**src/rtl/seq_scan_controller.sv**
```systemverilog
// seq_scan_controller: walks one shared sequence_detector through a per-pattern scan of a latched word.
// Optional feature macro SEQ_SCAN_FIRST_HIT_EN adds res_first_hit (first detector hit offset per pattern).
module seq_scan_controller #(
  parameter int MAX_LEN = 32,
  parameter int CNT_W   = 16,
  parameter int SETTLE  = 2
) (
  input  logic               clk,
  input  logic               reset,
  input  logic               start,
  input  logic [MAX_LEN-1:0] data_in,
  input  logic [5:0]         data_len,
  input  logic [3:0]         pattern_mask,
  output logic               busy,
  output logic               done,
  output logic               res_valid,
  output logic [1:0]         res_pattern,
  output logic [CNT_W-1:0]   res_count,
  output logic               det_input_seq,
  output logic               det_reset,
  output logic [1:0]         det_lookfor_seq,
  input  logic               det_seq_detected,
  input  logic [CNT_W-1:0]   det_seq_count
`ifdef SEQ_SCAN_FIRST_HIT_EN
  ,
  output logic [5:0]         res_first_hit
`endif
);

  localparam logic [5:0] LEN_CAP     = (MAX_LEN > 63) ? 6'd63 : 6'(MAX_LEN);
  localparam logic [5:0] SETTLE_LAST = 6'(SETTLE - 1);

  typedef enum logic [2:0] {
    ST_IDLE,
    ST_CLR,
    ST_SHIFT,
    ST_SETTLE,
    ST_REPORT,
    ST_DONE
  } state_t;

  state_t               state_q, state_d;
  logic [MAX_LEN-1:0]   data_q, data_d;
  logic [MAX_LEN-1:0]   shreg_q, shreg_d;
  logic [5:0]           len_q, len_d;
  logic [3:0]           rem_q, rem_d;
  logic [1:0]           pat_q, pat_d;
  logic [5:0]           cnt_q, cnt_d;
  logic [1:0]           res_pattern_q, res_pattern_d;
  logic [CNT_W-1:0]     res_count_q, res_count_d;

  logic [5:0]           len_clamped;
  logic [1:0]           start_lo;
  logic [1:0]           rem_lo;

  function automatic logic [1:0] low_bit(input logic [3:0] m);
    if (m[0])      return 2'd0;
    else if (m[1]) return 2'd1;
    else if (m[2]) return 2'd2;
    else           return 2'd3;
  endfunction

  assign len_clamped = (32'(data_len) > 32'(MAX_LEN)) ? LEN_CAP : data_len;
  assign start_lo    = low_bit(pattern_mask);
  assign rem_lo      = low_bit(rem_q);

  always_comb begin
    state_d       = state_q;
    data_d        = data_q;
    shreg_d       = shreg_q;
    len_d         = len_q;
    rem_d         = rem_q;
    pat_d         = pat_q;
    cnt_d         = cnt_q;
    res_pattern_d = res_pattern_q;
    res_count_d   = res_count_q;

    case (state_q)
      ST_IDLE: begin
        if (start) begin
          data_d = data_in;
          len_d  = len_clamped;
          if (len_clamped == 6'd0 || pattern_mask == 4'd0) begin
            state_d = ST_DONE;
          end else begin
            pat_d   = start_lo;
            rem_d   = pattern_mask & ~(4'b0001 << start_lo);
            state_d = ST_CLR;
          end
        end
      end
      ST_CLR: begin
        // Reload the serializer from the latched word so every pattern sees identical bits.
        shreg_d = data_q;
        cnt_d   = 6'd0;
        state_d = ST_SHIFT;
      end
      ST_SHIFT: begin
        shreg_d = shreg_q >> 1;
        if (cnt_q == 6'(len_q - 6'd1)) begin
          cnt_d   = 6'd0;
          state_d = ST_SETTLE;
        end else begin
          cnt_d = 6'(cnt_q + 6'd1);
        end
      end
      ST_SETTLE: begin
        if (cnt_q == SETTLE_LAST) begin
          state_d = ST_REPORT;
        end else begin
          cnt_d = 6'(cnt_q + 6'd1);
        end
      end
      ST_REPORT: begin
        res_pattern_d = pat_q;
        res_count_d   = det_seq_count;
        if (rem_q != 4'd0) begin
          pat_d   = rem_lo;
          rem_d   = rem_q & ~(4'b0001 << rem_lo);
          state_d = ST_CLR;
        end else begin
          state_d = ST_DONE;
        end
      end
      ST_DONE: begin
        state_d = ST_IDLE;
      end
      default: begin
        state_d = ST_IDLE;
      end
    endcase
  end

  always_ff @(posedge clk) begin
    if (reset) begin
      state_q       <= ST_IDLE;
      data_q        <= '0;
      shreg_q       <= '0;
      len_q         <= '0;
      rem_q         <= '0;
      pat_q         <= '0;
      cnt_q         <= '0;
      res_pattern_q <= '0;
      res_count_q   <= '0;
    end else begin
      state_q       <= state_d;
      data_q        <= data_d;
      shreg_q       <= shreg_d;
      len_q         <= len_d;
      rem_q         <= rem_d;
      pat_q         <= pat_d;
      cnt_q         <= cnt_d;
      res_pattern_q <= res_pattern_d;
      res_count_q   <= res_count_d;
    end
  end

  // Results are visible combinationally in REPORT, then held from the capture registers.
  assign busy            = (state_q != ST_IDLE);
  assign done            = (state_q == ST_DONE);
  assign res_valid       = (state_q == ST_REPORT);
  assign res_pattern     = res_valid ? pat_q : res_pattern_q;
  assign res_count       = res_valid ? det_seq_count : res_count_q;
  assign det_input_seq   = (state_q == ST_SHIFT) & shreg_q[0];
  assign det_reset       = reset | (state_q == ST_CLR);
  assign det_lookfor_seq = pat_q;

`ifdef SEQ_SCAN_FIRST_HIT_EN
  localparam logic [5:0] NO_HIT  = 6'h3F;
  localparam logic [5:0] OFF_SAT = 6'd62;

  logic [5:0] off_q, off_d;
  logic [5:0] first_q, first_d;
  logic [5:0] res_first_q, res_first_d;

  always_comb begin
    off_d       = off_q;
    first_d     = first_q;
    res_first_d = res_first_q;
    case (state_q)
      ST_CLR: begin
        off_d   = 6'd0;
        first_d = NO_HIT;
      end
      ST_SHIFT, ST_SETTLE: begin
        if (det_seq_detected && first_q == NO_HIT) begin
          first_d = off_q;
        end
        if (off_q != OFF_SAT) begin
          off_d = 6'(off_q + 6'd1);
        end
      end
      ST_REPORT: begin
        res_first_d = first_q;
      end
      default: begin
      end
    endcase
  end

  always_ff @(posedge clk) begin
    if (reset) begin
      off_q       <= '0;
      first_q     <= NO_HIT;
      res_first_q <= NO_HIT;
    end else begin
      off_q       <= off_d;
      first_q     <= first_d;
      res_first_q <= res_first_d;
    end
  end

  assign res_first_hit = res_valid ? first_q : res_first_q;
`else
  logic unused_det_hit;
  assign unused_det_hit = det_seq_detected;
`endif

endmodule
```
**config.mk**
```make
export PLATFORM = sky130hd
export DESIGN_NAME = seq_scan_controller
export DESIGN_NICKNAME = d
export VERILOG_FILES = /design/src/rtl/seq_scan_controller.sv
export SDC_FILE = /design/constraint.sdc
export NUM_CORES = 1
export LEC_CHECK = 0
export CAP_MARGIN = 15
export CORE_MARGIN = 10
export CORE_UTILIZATION = 25
export CTS_BUF_LIST = sky130_fd_sc_hd__clkbuf_8
export DETAILED_ROUTE_END_ITERATION = 10
export PLACE_DENSITY_LB_ADDON = 0.3
export SETUP_SLACK_MARGIN = 0.3
export SLEW_MARGIN = 20
export SYNTH_ARGS = -nofsm -noshare
export SYNTH_HDL_FRONTEND = slang
export SYNTH_SLANG_ARGS = --single-unit
```
**constraint.sdc**
```tcl
create_clock -name clk -period 2.19 [get_ports clk]
set_input_delay 0.219 -clock clk [delete_from_list [all_inputs] [get_ports clk]]
set_output_delay 0.219 -clock clk [all_outputs]
set_load 0.05 [all_outputs]
```
== Yosys cells after proc, flatten, opt, wreduce, memory -nomap -nowiden ==
Index checks and enable logic that the tools add are counted.
Cells by class
  order comparisons: 1
  $add $sub $neg: 2
  multiplexer cells: 27
  reductions and logical operators: 13
  eq/ne operators: 13
  shift-type cells: 2
  bitwise logic cells: 6
Operators by type and width (number)
  $pmux 32 s2: 1
  $mux 6: 3
  $pmux 6 s3: 1
  $mux 16: 1
  $mux 2: 8
  $mux 3: 5
  $pmux 3 s5: 1
  $mux 4: 3
  $ne 2x2->1 const B: 5
  $and 4x4->4: 2
  $not 4->4: 2
  $pmux 4 s2: 1
  $shl 1x2->4 const A: 2
  $add 6x1->6 const B: 1
  $eq 3x2->1 const B: 2
  $eq 3x3->1 const B: 2
  $eq 6x1->1 const B: 1
  $eq 6x6->1: 1
  $gt 6x6->1 const B: 1
  $logic_not 6->1: 1
  $reduce_bool 3->1: 2
  $sub 6x1->6 const B: 1
  $logic_not 4->1: 1
  $pmux 2 s2: 1
  other kinds (12): 15
Storage, ports and cells
  output and inout port bits: 25
  register bits: 103
  input bits: 62
  logic and storage cells: 73

== Logic depth before layout (Yosys ltp) ==
  word-level depth: 9
  mapped depth: 8
  gate-level depth less buffers: 7

== Worst setup path after synthesis ==
OpenSTA, ideal clock, no wires.
  kind: flip-flop to flip-flop
  from: register state_q[1]
  to: register res_count_q[10]
  buffers on the path: 2
  library setup time: 0.060 ns
  clock period less this slack: 2.246 ns
  arrival time: 2.186 ns
  path slack: -0.056 ns
  cell stages (with the launch flop): 9
  data required time: 2.130 ns
  cell sequence: dfxtp_1 buf_2 nor2_1 nand2_1 inv_2 clkbuf_1 nand2_1 nand2_1 and2_1
On the way
  longest elaborated chain between the ends: 2
RTL lines
  start, declared: RTL line 42  | state_t state_q, state_d;
  start signal, assigned: RTL line 146  | state_q <= state_d;
  $eq 3x3->1
  named net res_valid: RTL line 16  | output logic res_valid,
  $mux 16
  named net res_count[10]: RTL line 18  | output logic [CNT_W-1:0] res_count,
  end signal, assigned: RTL line 154  | res_count_q <= res_count_d;
  end, declared: RTL line 50  | logic [CNT_W-1:0] res_count_q, res_count_d;
The timed path passes the listed nets, and every way through them passes these cells.
A chain may end at the register's enable or synchronous reset.

== Worst setup path after layout ==
  from: register len_q[1]
  to: register state_q[0]
On the way
  longest elaborated chain between the ends: 4
RTL lines
  start, declared: RTL line 45  | logic [5:0] len_q, len_d;
  start signal, assigned: RTL line 149  | len_q <= len_d;
  $sub 6x1->6: RTL line 100  | if (cnt_q == 6'(len_q - 6'd1)) begin
  $eq 6x6->1: RTL line 100
  $ne 2x2->1 (no source line)
  $reduce_and 3->1 (no source line)
Every way passes these cells.

==> metrics.cfg <==
[status]
outcome = completed

[power]
power_density_nw_per_um2 = 788.4
p_int_w = 0.003240
irDropWorstVdd_mv = 0.2685
switching_share = 0.3198
combPwrFrac = 0.264
power.switching_w = 0.001523
p_clk_frac = 0.270
pwr-share-seq = 0.466
leakage_nw = 2.298
power_w = 0.004763

[clock_tree]
insertion_delay_ns = 0.37
cts_tree = built
numCtsBuffers = 9
cts_max_level = 3
cts_sinks = 103
cts_buffer_depth = 2
cts_root_buffer = clkbuf_8
clk_pin_slew_worst_paths_ns = 0.10
ctsHoldBuffers = 0

[yosys]
syn_area_per_cell_um2 = 8.296
synth-edff-count = 0
ys.flop_type = dfxtp_1
synthArstFlopShare = 0
yosys_register_bits = 103
synth.distinct_cells = 45
syn_nets = 595
synthCells = 530
yosys_warnings = 0
syn_area_um2 = 4397
ys_seq_area_frac = 0.4690

[placed_design]
place_area_um2 = 5699
place_inst = 813
gp_congestion = 0.7872
port_buffers = 85
hpwl_um = 8024

[finish]
drive_above_1_share = 0.1412
nets = 669
final_area_um2 = 6041
final.fill_count = 1771
fin_cells = 834
fin_util = 0.3492
syn_to_final_growth_pct = 37.39
antenna-diode-count = 0

[global_route]
antenna_found_initial = 0
grt_max_degree = 71
grt_pass1_vias = 3832
gr-total-overflow = 0
grtUsageTotal = 0.1003
grt_pass1_wl_um = 19500

[worst_setup_path]
end_kind = flip-flop
path_class = flip-flop to flip-flop
path_max_fanout = 3
critical_path_required_ns = 2.46
crit_start = len_q[1]
r2r_slack_ns = 0.32
arrival_ns = 2.14
reg2reg_depth = 6
r2r_end = state_q[0]
crit_path_start_kind = flip-flop
r2r-start = len_q[1]

[min_path]
holdCritPathClass = input port to flip-flop
hold-path-cell-count = 2
min_to = state_q[1]
hold_start = reset

[timing]
clock_skew_ns = 0.009910
finalMaxSlewViolations = 0
setup_violations = 0
slew_headroom = 0.5066
min_period_ns = 1.874
hold_viol_final = 0
setup_tns_ns = 0
max_freq_ghz = 0.5338
period_share = 0.8555
rsz0062_at_grt = true
tightest_slew_ns = 0.7401

[route]
vias = 3786
first_pass_iters = 4
drc = 0
wl_um = 11770
first_iter_violations = 204
ant_nets = 0
via_per_inst = 4.540
routedWlPerCell_um = 14.11

[floorplanning]
coreArea_um2 = 17300
die_height_um = 152.6
io_pins = 87
rows = 48
die_area_um2 = 23290
initial_utilization = 0.2542
die_x_um = 152.6

[job]
max_cap_viol_count = 0

-- cell usage in the layout (no fill, tap or decap), types with 6 or more instances in the layout --
master	count
dfxtp_1	98
buf_4	12
nor3_1	10
a211oi_1	30
and2_1	21
mux2i_1	28
clkdlybuf4s50_1	61
buf_12	23
nand2_1	127
a21oi_1	47
nand3b_1	6
nand2_2	7
clkbuf_8	11
nor2_1	39
-- per-layer routing --
metal  global-route usage  vias up  part of all wire  wire length, um
li1                     -     1948                 -                -
met1               0.1208     1763              0.47             5523
met2               0.1684       62              0.48             5680
met3              0.02117       13             0.032              379
met4              0.04269        0             0.016              183
met5                    0        -                 0                0
-- final cells by class --
type / instances / area (um^2) / share of cell area
clock inverter: 5 / 63.81 / 0.01056
clock buffer: 11 / 151.4 / 0.02506
tap: 225 / 281.5 / 0.04660
multi-input combinational: 382 / 2251 / 0.3726
timing repair buffer: 98 / 1177 / 0.1949
timing repair inverter: 1 / 6.256 / 0.001036
sequential: 103 / 2071 / 0.3428
inverter: 9 / 38.79 / 0.006421
-- worst max path at each step --
stage	end	slack, ns	cells past startpoint
4_1_cts	cnt_q[1]	0.29	7
2_1_floorplan	res_count_q[0]	0.36	8
3_3_place_gp	rem_q[3]	0.14	7
3_5_place_dp	rem_q[3]	0.05	7
5_1_grt	cnt_q[1]	0.23	8
6_report	state_q[0]	0.32	6
-- through the flow --
step | hold WS [ns] | setup WS (ns)
after global routing | 0.1244 | 0.2272
after detailed placement | 0.4493 | 0.05057
after CTS | 0.09878 | 0.2868
after floorplan | 0.3532 | 0.3607
after global placement | 0.4421 | 0.1448
final | 0.1216 | 0.3165
-- power by group through the flow --
stage                     combinational, W  clock (W)  sequential [W]
after global placement             0.00119          0         0.00224
after CTS                          0.00126    0.00135         0.00221
after global routing               0.00140    0.00142         0.00225
after floorplan                   0.000793          0         0.00222
after detailed placement           0.00122          0         0.00225
final                              0.00126    0.00129         0.00222
-- Yosys cell counts, types with 2 or more instances --
cell,instances,share of area
o21ai_1,3,0.0034
a211oi_1,31,0.053
inv_1,7,0.0060
nand2_1,135,0.12
clkbuf_1,25,0.021
nand3b_1,6,0.010
inv_2,2,0.0017
nor2b_1,3,0.0043
nor2_1,40,0.034
xor2_1,5,0.010
mux2i_1,28,0.064
a22oi_1,4,0.0068
o31a_1,2,0.0040
or4_1,2,0.0034
a21oi_1,47,0.054
and2_1,21,0.030
buf_2,8,0.0091
nand4_1,4,0.0057
dfxtp_1,103,0.47
nor4_1,4,0.0057
ha_1,3,0.0085
xnor2_1,5,0.010
a32o_1,2,0.0046
nor3b_1,2,0.0034
buf_1,3,0.0026
nand3_1,2,0.0023
nor3_2,2,0.0046
nor3_1,10,0.011
and3_1,2,0.0028
o21ai_0,4,0.0046
-- sequential cells by signal, summed over array words and instances (netlist names) --
name             flops
cnt_q                6
data_q              32
det_lookfor_seq      2
len_q                6
rem_q                4
res_count_q         16
res_pattern_q        2
shreg_q             32
state_q              3
-- critical path, stage by stage (launching register included) --
cell	delay [ns]
dfxtp_2	0.34
or3_4	0.41
or4_1	0.41
nand4_1	0.17
buf_4	0.15
nor4_2	0.03
o31a_1	0.27
-- timing repair --
item                       in CTS  in global routing
cloned                          1                  0
setup endpoints to repair      26                 29
resized for setup              19                  6
pin swaps                       8                  4
buffers inserted                4                  0
-- logic make-up (layout without fill, tap and decap cells) --
logic type	after synthesis	count (layout)	synth area share
compound gates	103	103	0.1551
xor+xnor	10	10	0.01992
mux	28	28	0.06375
buf+inv	45	124	0.04070
fa+ha+maj	3	3	0.008538
simple gates	238	238	0.2430
flops	103	103	0.4690
(Power assumes the default switching activity.)
